--- config.mk ---
export PLATFORM = sky130hd
export DESIGN_NAME = muldiv_seq_flat
export DESIGN_NICKNAME = d
export VERILOG_FILES = /design/src/rtl/muldiv_seq_if.sv /design/src/rtl/muldiv_seq.sv /design/src/flat_wrapper.sv
export SDC_FILE = /design/constraint.sdc
export NUM_CORES = 1
export LEC_CHECK = 0
export CORE_MARGIN = 5
export CORE_UTILIZATION = 30
export CTS_BUF_LIST = sky130_fd_sc_hd__clkbuf_4
export DETAILED_ROUTE_END_ITERATION = 12
export GPL_ROUTABILITY_DRIVEN = 0
export GPL_TIMING_DRIVEN = 0
export HOLD_SLACK_MARGIN = 0.12
export PLACE_DENSITY = 0.65
export SLEW_MARGIN = 20
export SYNTH_ARGS = -nofsm -noshare
export SYNTH_HDL_FRONTEND = slang
export SYNTH_SLANG_ARGS = --single-unit
--- constraint.sdc ---
create_clock -name clk -period 5.9 [get_ports clk]
set_input_delay 0.885 -clock clk [delete_from_list [all_inputs] [get_ports clk]]
set_output_delay 0.885 -clock clk [all_outputs]
set_load 0.01 [all_outputs]
--- src/rtl/muldiv_seq_if.sv ---
// rtl/muldiv_seq_if.sv - operand/result and ALU bus bundle for the MULTU/DIVU sequencer
//
// Signals:
//   start, op, opA, opB   request from the control unit
//   busy, done, hi, lo    status and HI/LO results
//   alu_a, alu_b, alu_ctl operands and control driven to the shared ALU
//   alu_res               combinational result returned by the shared ALU
// Modports:
//   master  control unit + ALU side (drives request and alu_res)
//   slave   the sequencer
interface muldiv_seq_if;
    logic        start;
    logic [1:0]  op;
    logic [31:0] opA;
    logic [31:0] opB;
    logic [31:0] alu_a;
    logic [31:0] alu_b;
    logic [3:0]  alu_ctl;
    logic [31:0] alu_res;
    logic        busy;
    logic        done;
    logic [31:0] hi;
    logic [31:0] lo;

    modport master (
        output start, op, opA, opB, alu_res,
        input  alu_a, alu_b, alu_ctl, busy, done, hi, lo
    );

    modport slave (
        input  start, op, opA, opB, alu_res,
        output alu_a, alu_b, alu_ctl, busy, done, hi, lo
    );
endinterface

--- src/rtl/muldiv_seq.sv ---
// rtl/muldiv_seq.sv - multi-cycle MULTU/DIVU sequencer sharing the core ALU
//
// Ports:
//   clk    rising-edge clock
//   reset  synchronous active-high reset
//   m      muldiv_seq_if.slave: start/op/opA/opB in, busy/done/hi/lo out,
//          alu_a/alu_b/alu_ctl out to the shared ALU, alu_res back
// Build option:
//   MULDIV_SIGNED_EN  enables signed MULT/DIV (op[1]=1) via an extra FIX state;
//                     when undefined op[1] is ignored.
module muldiv_seq #(
    parameter int ITER = 32
) (
    input  logic          clk,
    input  logic          reset,
    muldiv_seq_if.slave   m
);
    localparam logic [1:0] S_IDLE = 2'd0;
    localparam logic [1:0] S_RUN  = 2'd1;
    localparam logic [1:0] S_DONE = 2'd2;
`ifdef MULDIV_SIGNED_EN
    localparam logic [1:0] S_FIX  = 2'd3;
`endif

    localparam logic [3:0] ALU_ADD = 4'b0010;
    localparam logic [3:0] ALU_SUB = 4'b0110;
    localparam int         CW      = $clog2(ITER);

    logic [1:0]    state;
    logic [CW-1:0] count;
    logic [31:0]   hi_r;
    logic [31:0]   lo_r;
    logic [31:0]   mcand;
    logic [31:0]   divisor;
    logic          is_div;
    logic          done_r;

    // Operand magnitudes as latched in IDLE.
    logic [31:0]   mag_a;
    logic [31:0]   mag_b;

`ifdef MULDIV_SIGNED_EN
    logic          is_signed;
    logic          neg_lo;
    logic          neg_hi;
    logic          sign_a;
    logic          sign_b;
    logic          hi_inc;

    assign sign_a = m.op[1] & m.opA[31];
    assign sign_b = m.op[1] & m.opB[31];
    assign mag_a  = sign_a ? (~m.opA + 32'd1) : m.opA;
    assign mag_b  = sign_b ? (~m.opB + 32'd1) : m.opB;
    // DIV negates hi on its own (plain two's complement); MULT negates the
    // 64-bit pair, so hi only receives the +1 when lo is zero.
    assign hi_inc = is_div | (lo_r == 32'd0);
`else
    logic          unused_op_hi;

    assign unused_op_hi = m.op[1];
    assign mag_a        = m.opA;
    assign mag_b        = m.opB;
`endif

    // Divide iteration: shift one dividend bit into the partial remainder.
    // rmsb is the 33rd bit, which makes the subtraction unconditionally fit.
    logic        rmsb;
    logic [31:0] rs;
    logic        accept;
    logic        carry;

    assign rmsb   = hi_r[31];
    assign rs     = {hi_r[30:0], lo_r[31]};
    assign accept = rmsb | (rs >= divisor);
    assign carry  = (m.alu_res < hi_r);

    always_comb begin
        m.alu_a   = 32'd0;
        m.alu_b   = 32'd0;
        m.alu_ctl = ALU_ADD;
        if (state == S_RUN) begin
            if (is_div) begin
                m.alu_ctl = ALU_SUB;
                m.alu_a   = rs;
                m.alu_b   = divisor;
            end else begin
                m.alu_a   = hi_r;
                m.alu_b   = mcand;
            end
        end
`ifdef MULDIV_SIGNED_EN
        else if (state == S_FIX) begin
            m.alu_ctl = ALU_SUB;
            m.alu_b   = lo_r;
        end
`endif
    end

    always_ff @(posedge clk) begin
        if (reset) begin
            state   <= S_IDLE;
            count   <= '0;
            hi_r    <= 32'd0;
            lo_r    <= 32'd0;
            mcand   <= 32'd0;
            divisor <= 32'd0;
            is_div  <= 1'b0;
            done_r  <= 1'b0;
`ifdef MULDIV_SIGNED_EN
            is_signed <= 1'b0;
            neg_lo    <= 1'b0;
            neg_hi    <= 1'b0;
`endif
        end else begin
            done_r <= 1'b0;
            case (state)
                S_IDLE: begin
                    if (m.start) begin
                        count   <= '0;
                        is_div  <= m.op[0];
                        mcand   <= mag_a;
                        divisor <= mag_b;
`ifdef MULDIV_SIGNED_EN
                        is_signed <= m.op[1];
                        neg_lo    <= sign_a ^ sign_b;
                        neg_hi    <= m.op[0] ? sign_a : (sign_a ^ sign_b);
`endif
                        if (m.op[0] && (m.opB == 32'd0)) begin
                            hi_r  <= m.opA;
                            lo_r  <= 32'hFFFF_FFFF;
                            state <= S_DONE;
                        end else begin
                            hi_r  <= 32'd0;
                            lo_r  <= m.op[0] ? mag_a : mag_b;
                            state <= S_RUN;
                        end
                    end
                end
                S_RUN: begin
                    count <= count + 1'b1;
                    if (is_div) begin
                        hi_r <= accept ? m.alu_res : rs;
                        lo_r <= {lo_r[30:0], accept};
                    end else if (lo_r[0]) begin
                        hi_r <= {carry, m.alu_res[31:1]};
                        lo_r <= {m.alu_res[0], lo_r[31:1]};
                    end else begin
                        hi_r <= {1'b0, hi_r[31:1]};
                        lo_r <= {hi_r[0], lo_r[31:1]};
                    end
                    if (count == CW'(ITER - 1)) begin
`ifdef MULDIV_SIGNED_EN
                        state <= is_signed ? S_FIX : S_DONE;
`else
                        state <= S_DONE;
`endif
                    end
                end
`ifdef MULDIV_SIGNED_EN
                S_FIX: begin
                    if (neg_lo) lo_r <= m.alu_res;
                    if (neg_hi) hi_r <= ~hi_r + {31'd0, hi_inc};
                    state <= S_DONE;
                end
`endif
                S_DONE: begin
                    done_r <= 1'b1;
                    state  <= S_IDLE;
                end
                default: state <= S_IDLE;
            endcase
        end
    end

`ifdef MULDIV_SIGNED_EN
    assign m.busy = (state == S_RUN) || (state == S_FIX);
`else
    assign m.busy = (state == S_RUN);
`endif
    assign m.done = done_r;
    assign m.hi   = hi_r;
    assign m.lo   = lo_r;
endmodule

--- src/flat_wrapper.sv ---
// flat-port wrapper written by rule: the top's interface ports become plain ports
module muldiv_seq_flat 
#(
    parameter int ITER = 32
)
  (clk, reset, m_start, m_op, m_opA, m_opB, m_alu_res, m_alu_a, m_alu_b, m_alu_ctl, m_busy, m_done, m_hi, m_lo);
  muldiv_seq_if m_i ();
  input  logic clk;
  input  logic reset;
  input wire logic [$bits(m_i.start)-1:0] m_start;
  input wire logic [$bits(m_i.op)-1:0] m_op;
  input wire logic [$bits(m_i.opA)-1:0] m_opA;
  input wire logic [$bits(m_i.opB)-1:0] m_opB;
  input wire logic [$bits(m_i.alu_res)-1:0] m_alu_res;
  output wire logic [$bits(m_i.alu_a)-1:0] m_alu_a;
  output wire logic [$bits(m_i.alu_b)-1:0] m_alu_b;
  output wire logic [$bits(m_i.alu_ctl)-1:0] m_alu_ctl;
  output wire logic [$bits(m_i.busy)-1:0] m_busy;
  output wire logic [$bits(m_i.done)-1:0] m_done;
  output wire logic [$bits(m_i.hi)-1:0] m_hi;
  output wire logic [$bits(m_i.lo)-1:0] m_lo;
  assign m_i.start = m_start;
  assign m_i.op = m_op;
  assign m_i.opA = m_opA;
  assign m_i.opB = m_opB;
  assign m_i.alu_res = m_alu_res;
  assign m_alu_a = m_i.alu_a;
  assign m_alu_b = m_i.alu_b;
  assign m_alu_ctl = m_i.alu_ctl;
  assign m_busy = m_i.busy;
  assign m_done = m_i.done;
  assign m_hi = m_i.hi;
  assign m_lo = m_i.lo;
  muldiv_seq #(.ITER(ITER)) u_core (.clk(clk), .reset(reset), .m(m_i));
endmodule
# After elaboration in Yosys (flattened, before gate mapping)
# Index checks and enable logic that the tools add are counted.
dict set report classes {
  bitwise_logic 1
  eq_ne 5
  reduce_logical 7
  mux 25
  n_mul 0
  n_shift 0
  div_mod_pow 0
  n_lt_le_gt_ge 2
  add_sub_neg 1
}
# operator n
set ops {}
lappend ops {{two-way mux 32 bit} 14}
lappend ops {{case mux 32 bit (2 select lines)} 2}
lappend ops {{>= comparator 32 bit} 1}
lappend ops {{logical NOT 32 bit} 1}
lappend ops {{< comparator 32 bit} 1}
lappend ops {{case mux 5 bit (2 select lines)} 1}
lappend ops {{two-way mux 2 bit} 3}
lappend ops {{AND reduction 2 bit} 3}
lappend ops {{adder 5 x 1 -> 5 bit (second input constant)} 1}
lappend ops {{== test 5 bit (second input constant)} 1}
lappend ops {{two-way mux 5 bit} 1}
lappend ops {{two-way mux 4 bit} 1}
lappend ops {{case mux 2 bit (2 select lines)} 1}
lappend ops {{two-way mux 3 bit} 1}
lappend ops {{== test 2 x 1 -> 1 bit (second input constant)} 1}
lappend ops {{== test 2 bit (second input constant)} 1}
lappend ops {{logical NOT 2 bit} 1}
lappend ops {{inequality test 2 x 1 -> 1 bit (second input constant)} 1}
lappend ops {{inequality test 2 bit (second input constant)} 1}
lappend ops {{nonzero test 2 bit} 1}
lappend ops {{logical AND 1 bit} 1}
lappend ops {{two-way mux 1 bit} 1}
lappend ops {{OR 1 bit} 1}
dict set report totals {
  reg_bits 137
  latchBits 0
  inputBits 101
  romBits 0
  memories 0
  wordCells 49
  ram_bits 0
  output_inout_bits 134
}

# Longest topological paths before layout
dict set report logic_depth {
  ltp_word 5
  mapped_depth 10
  depth_no_buf 9
}

# Worst setup path before layout
# No wires, ideal clock.
dict set report synth_timing {
  kind {reg2out}
  startpoint {reg u_core.is_div}
  endpoint {out m_alu_a[10]}
  path_buffers 3
  setup_slack_ps 3147
  path_stages_with_launch 6
  arrival_time_ps 1868
  t_required_ps 5015
  cell_sequence {dfxtp_1 > clkbuf_1 > clkbuf_1 > buf_1 > mux2i_1 > nor2_1}
}
dict set report synth_via {
  elab_chain_cells 2
}
# element line_no
set synth_lines {}
lappend synth_lines {{start: declaration} muldiv_seq.sv:35} ;# logic is_div;
lappend synth_lines {{start signal: assignment} muldiv_seq.sv:120} ;# is_div <= m.op[0];
lappend synth_lines {{two-way mux 32 bit} muldiv_seq.sv:82} ;# if (is_div) begin
lappend synth_lines {{two-way mux 32 bit} muldiv_seq.sv:81} ;# if (state == S_RUN) begin
lappend synth_lines {{end: declaration} flat_wrapper.sv:15} ;# output wire logic [$bits(m_i.alu_a)-1:0] m_alu_a;
# No other way between the ends.

# Worst setup path after layout
dict set report layout_timing {
  startpoint {reg u_core.is_div}
  endpoint {out m_alu_a[19]}
}
# The elaborated chain is that of the path after synthesis.

==> run metrics <==
status=finished clean; Filler Cells Inserted=3184; placed cells=1808; master cell of the clock root buffer=clkbuf_4; Fin Clk Skew=0.02028 ns; mean cell area of the mapped netlist=7.922 um2; commonest cells after routing, fill and taps aside=229 x clkdlybuf4s50_1, 211 x nand2_1, 161 x mux2i_1; global-route wire length before repair=57780 um; Setup Total Neg Slack=0 ns; Crit Path Max Fanout=10; detailed router's first-iteration violation count=1183; Vias=10080; Arr. time, crit path=3.87 ns; met3 demand-to-capacity share in global routing=5.456%; leakage=4.495 nW; count of input and output buffers=229; peak supply drop=0.0001016 V; most crowded layer after global routing=met2; netlist area before placement=0.009364 mm2; proportion of synthesized flip-flops having asynchronous set or reset=0%; synthesis-stage register bit count=137; Setup-failing EPs final=0; detailed-placement wirelength estimate=30540 um; number of iterations in the first detailed-routing pass=6; Critical Path Sink Type=primary output; most common cell after layout, fill and taps aside=clkdlybuf4s50_1; top flip-flop cell by instance count after synthesis=dfxtp_1; Resized Gates After CTS=0; DIE AREA=0.03485 mm2; Die H=186.7 um; CTS H-Tree Depth=4; met1 Track Usage GR=28.83%; sort of element at the start of the critical path=flop; maximum capacitance violations=0; final clock period utilization by the worst path=80.52%; worst hold-check path type=flop to flop; share of cells above drive strength 1=5.683%; num ports=235; transition at the pin with the smallest max-transition slack=1.089 ns; library cells used by synthesis=45; clock slew at the register clock pins of the worst setup and hold paths=0.12 ns; core footprint=0.03067 mm2; antenna violations before repair=3; Skew-Pair Late Insertion Delay=0.58 ns; post-CTS setup buffer count=0; worst slew margin relative to its limit=27.41%; post-DR wirelength/cell=20.90 um; number of hold-repair buffers added at the cts stage=0; Multi-input gate area=0.005951 mm2; final-report max-slew violation count=0; count of yosys warnings during synthesis=0; Clock Sink Count=137; standard-cell row count=64; DRC=0; footprint of the flip-flops and latches=0.002743 mm2; pin count of the biggest net entering global routing=17; number of nets with antenna violations after routing=0; met2 routing resource usage after global routing=33.15%; worst reg2reg setup slack=2.50 ns; Clock Tree Buf Depth=2; Syn Inst Count=1182; clock buffer count from CTS=17; area added between synthesis and finish=32.71%; post-detailed-route via-to-cell ratio=5.476; Congestion Overflow GR=0; setup repair after global routing missed its margin=no; critical setup path kind=flop to primary output; PnR Total Power=2.472 mW; chip width=186.7 um; number of global-route vias before repair=9536; wirelength, routed=38480 um; TritonCTS clock tree=yes; share of the yosys chip area belonging to registers=29.29%; Total GRT Usage=21.00%; count of flip-flops with a built-in enable after synthesis=0; Initial Util=30.53%; Final Critical Period=4.751 ns; count of final hold-check violations=0; total power per unit cell area=198.9 mW/mm2; net count of the finished layout=1597; maximum clock frequency=0.2105 GHz; required time of the worst setup path=5.02 ns; Final Instance Count excl. Fillers=1841
==> final cells by class <==
cell class,count,area share [%]
inverter,64,1.933
multi-input combinational,888,47.89
antenna,2,0.04027
clock buffer,18,1.087
clock inverter,13,1.057
buffer,94,3.494
sequential,137,22.07
tap,396,3.987
timing repair buffer,229,18.45
==> through the flow <==
step	util, %	setup WS [ns]	area (um2)	hold slack, ns
5_1_grt	40.52	0.9887	12430	0.4766
3_3_place_gp	39.63	1.798	12160	0.4399
2_1_floorplan	-	3.147	9368	0.4287
4_1_cts	40.50	1.129	12420	0.4630
3_5_place_dp	39.63	1.775	12160	0.4459
6_report	40.52	1.149	12430	0.4610
==> kinds of logic after synthesis <==
kind of cell,synth area share [%]
other,0.08020
DFF,29.29
adders and majority gates,8.685
AOI/OAI and AO/OA,21.35
buffers and inverters,7.202
muxes,17.33
and+or+nand+nor,16.06
==> metal layers <==
layer / vias up / wire length (um)
met5: - / 20
met4: 2 / 790
met3: 65 / 3798
met2: 566 / 17190
met1: 4761 / 16680
li1: 4687 / -
==> registers in the layout (all words and copies together), names as in the netlist <==
register,cells
u_core.divisor,32
u_core.count,5
u_core.m.hi,32
u_core.mcand,32
u_core.state,2
u_core.is_div,1
u_core.m.lo,32
u_core.m.done,1
==> worst max-delay path, cell delays in order (launching register included) <==
cell             delay, ns
dfxtp_1               0.35
clkbuf_1              0.51
clkbuf_1              0.66
buf_1                 0.87
mux2i_1               0.21
nor2_1                0.13
clkdlybuf4s50_1       0.54
==> worst paths after layout <==
kind	from	endpoint	cells after the start
min reg2reg	u_core.mcand[7]$_SDFFE_PP0P_	u_core.mcand[7]$_SDFFE_PP0P_	2
max	u_core.is_div$_SDFFE_PP0P_	m_alu_a[19]	6
max reg2reg	u_core.m.hi[1]$_SDFFE_PP0P_	u_core.m.hi[19]$_SDFFE_PP0P_	9
min	u_core.mcand[7]$_SDFFE_PP0P_	u_core.mcand[7]$_SDFFE_PP0P_	2
==> synth_stat cells, drive strengths merged, types with 4 or more instances <==
cell    instances  share of area, %
a211oi          5              0.40
a21o            6              0.48
a21oi         130               6.9
a221oi         32               5.0
a22oi          30               2.4
buf            38               2.4
clkbuf         56               2.2
dfxtp         137                29
ha             65               8.7
inv            64               2.6
mux2i         161                17
nand2         211               8.5
nand2b          4              0.27
nand3           6              0.32
nand4           8              0.53
nor2          117               4.7
nor3            4              0.21
nor4            8              0.53
o211ai          4              0.32
o21ai          41               2.2
o221ai         30               2.8
==> report_power, final <==
part	internal [mW]	switching, mW	total (mW)	leakage (nW)
Combinational	0.343	0.455	0.798	3.24
Clock	0.249	0.380	0.629	0.137
Sequential	0.983	0.0618	1.04	1.12
Total	1.58	0.896	2.47	4.50
Power figures use the tool's default switching activity.
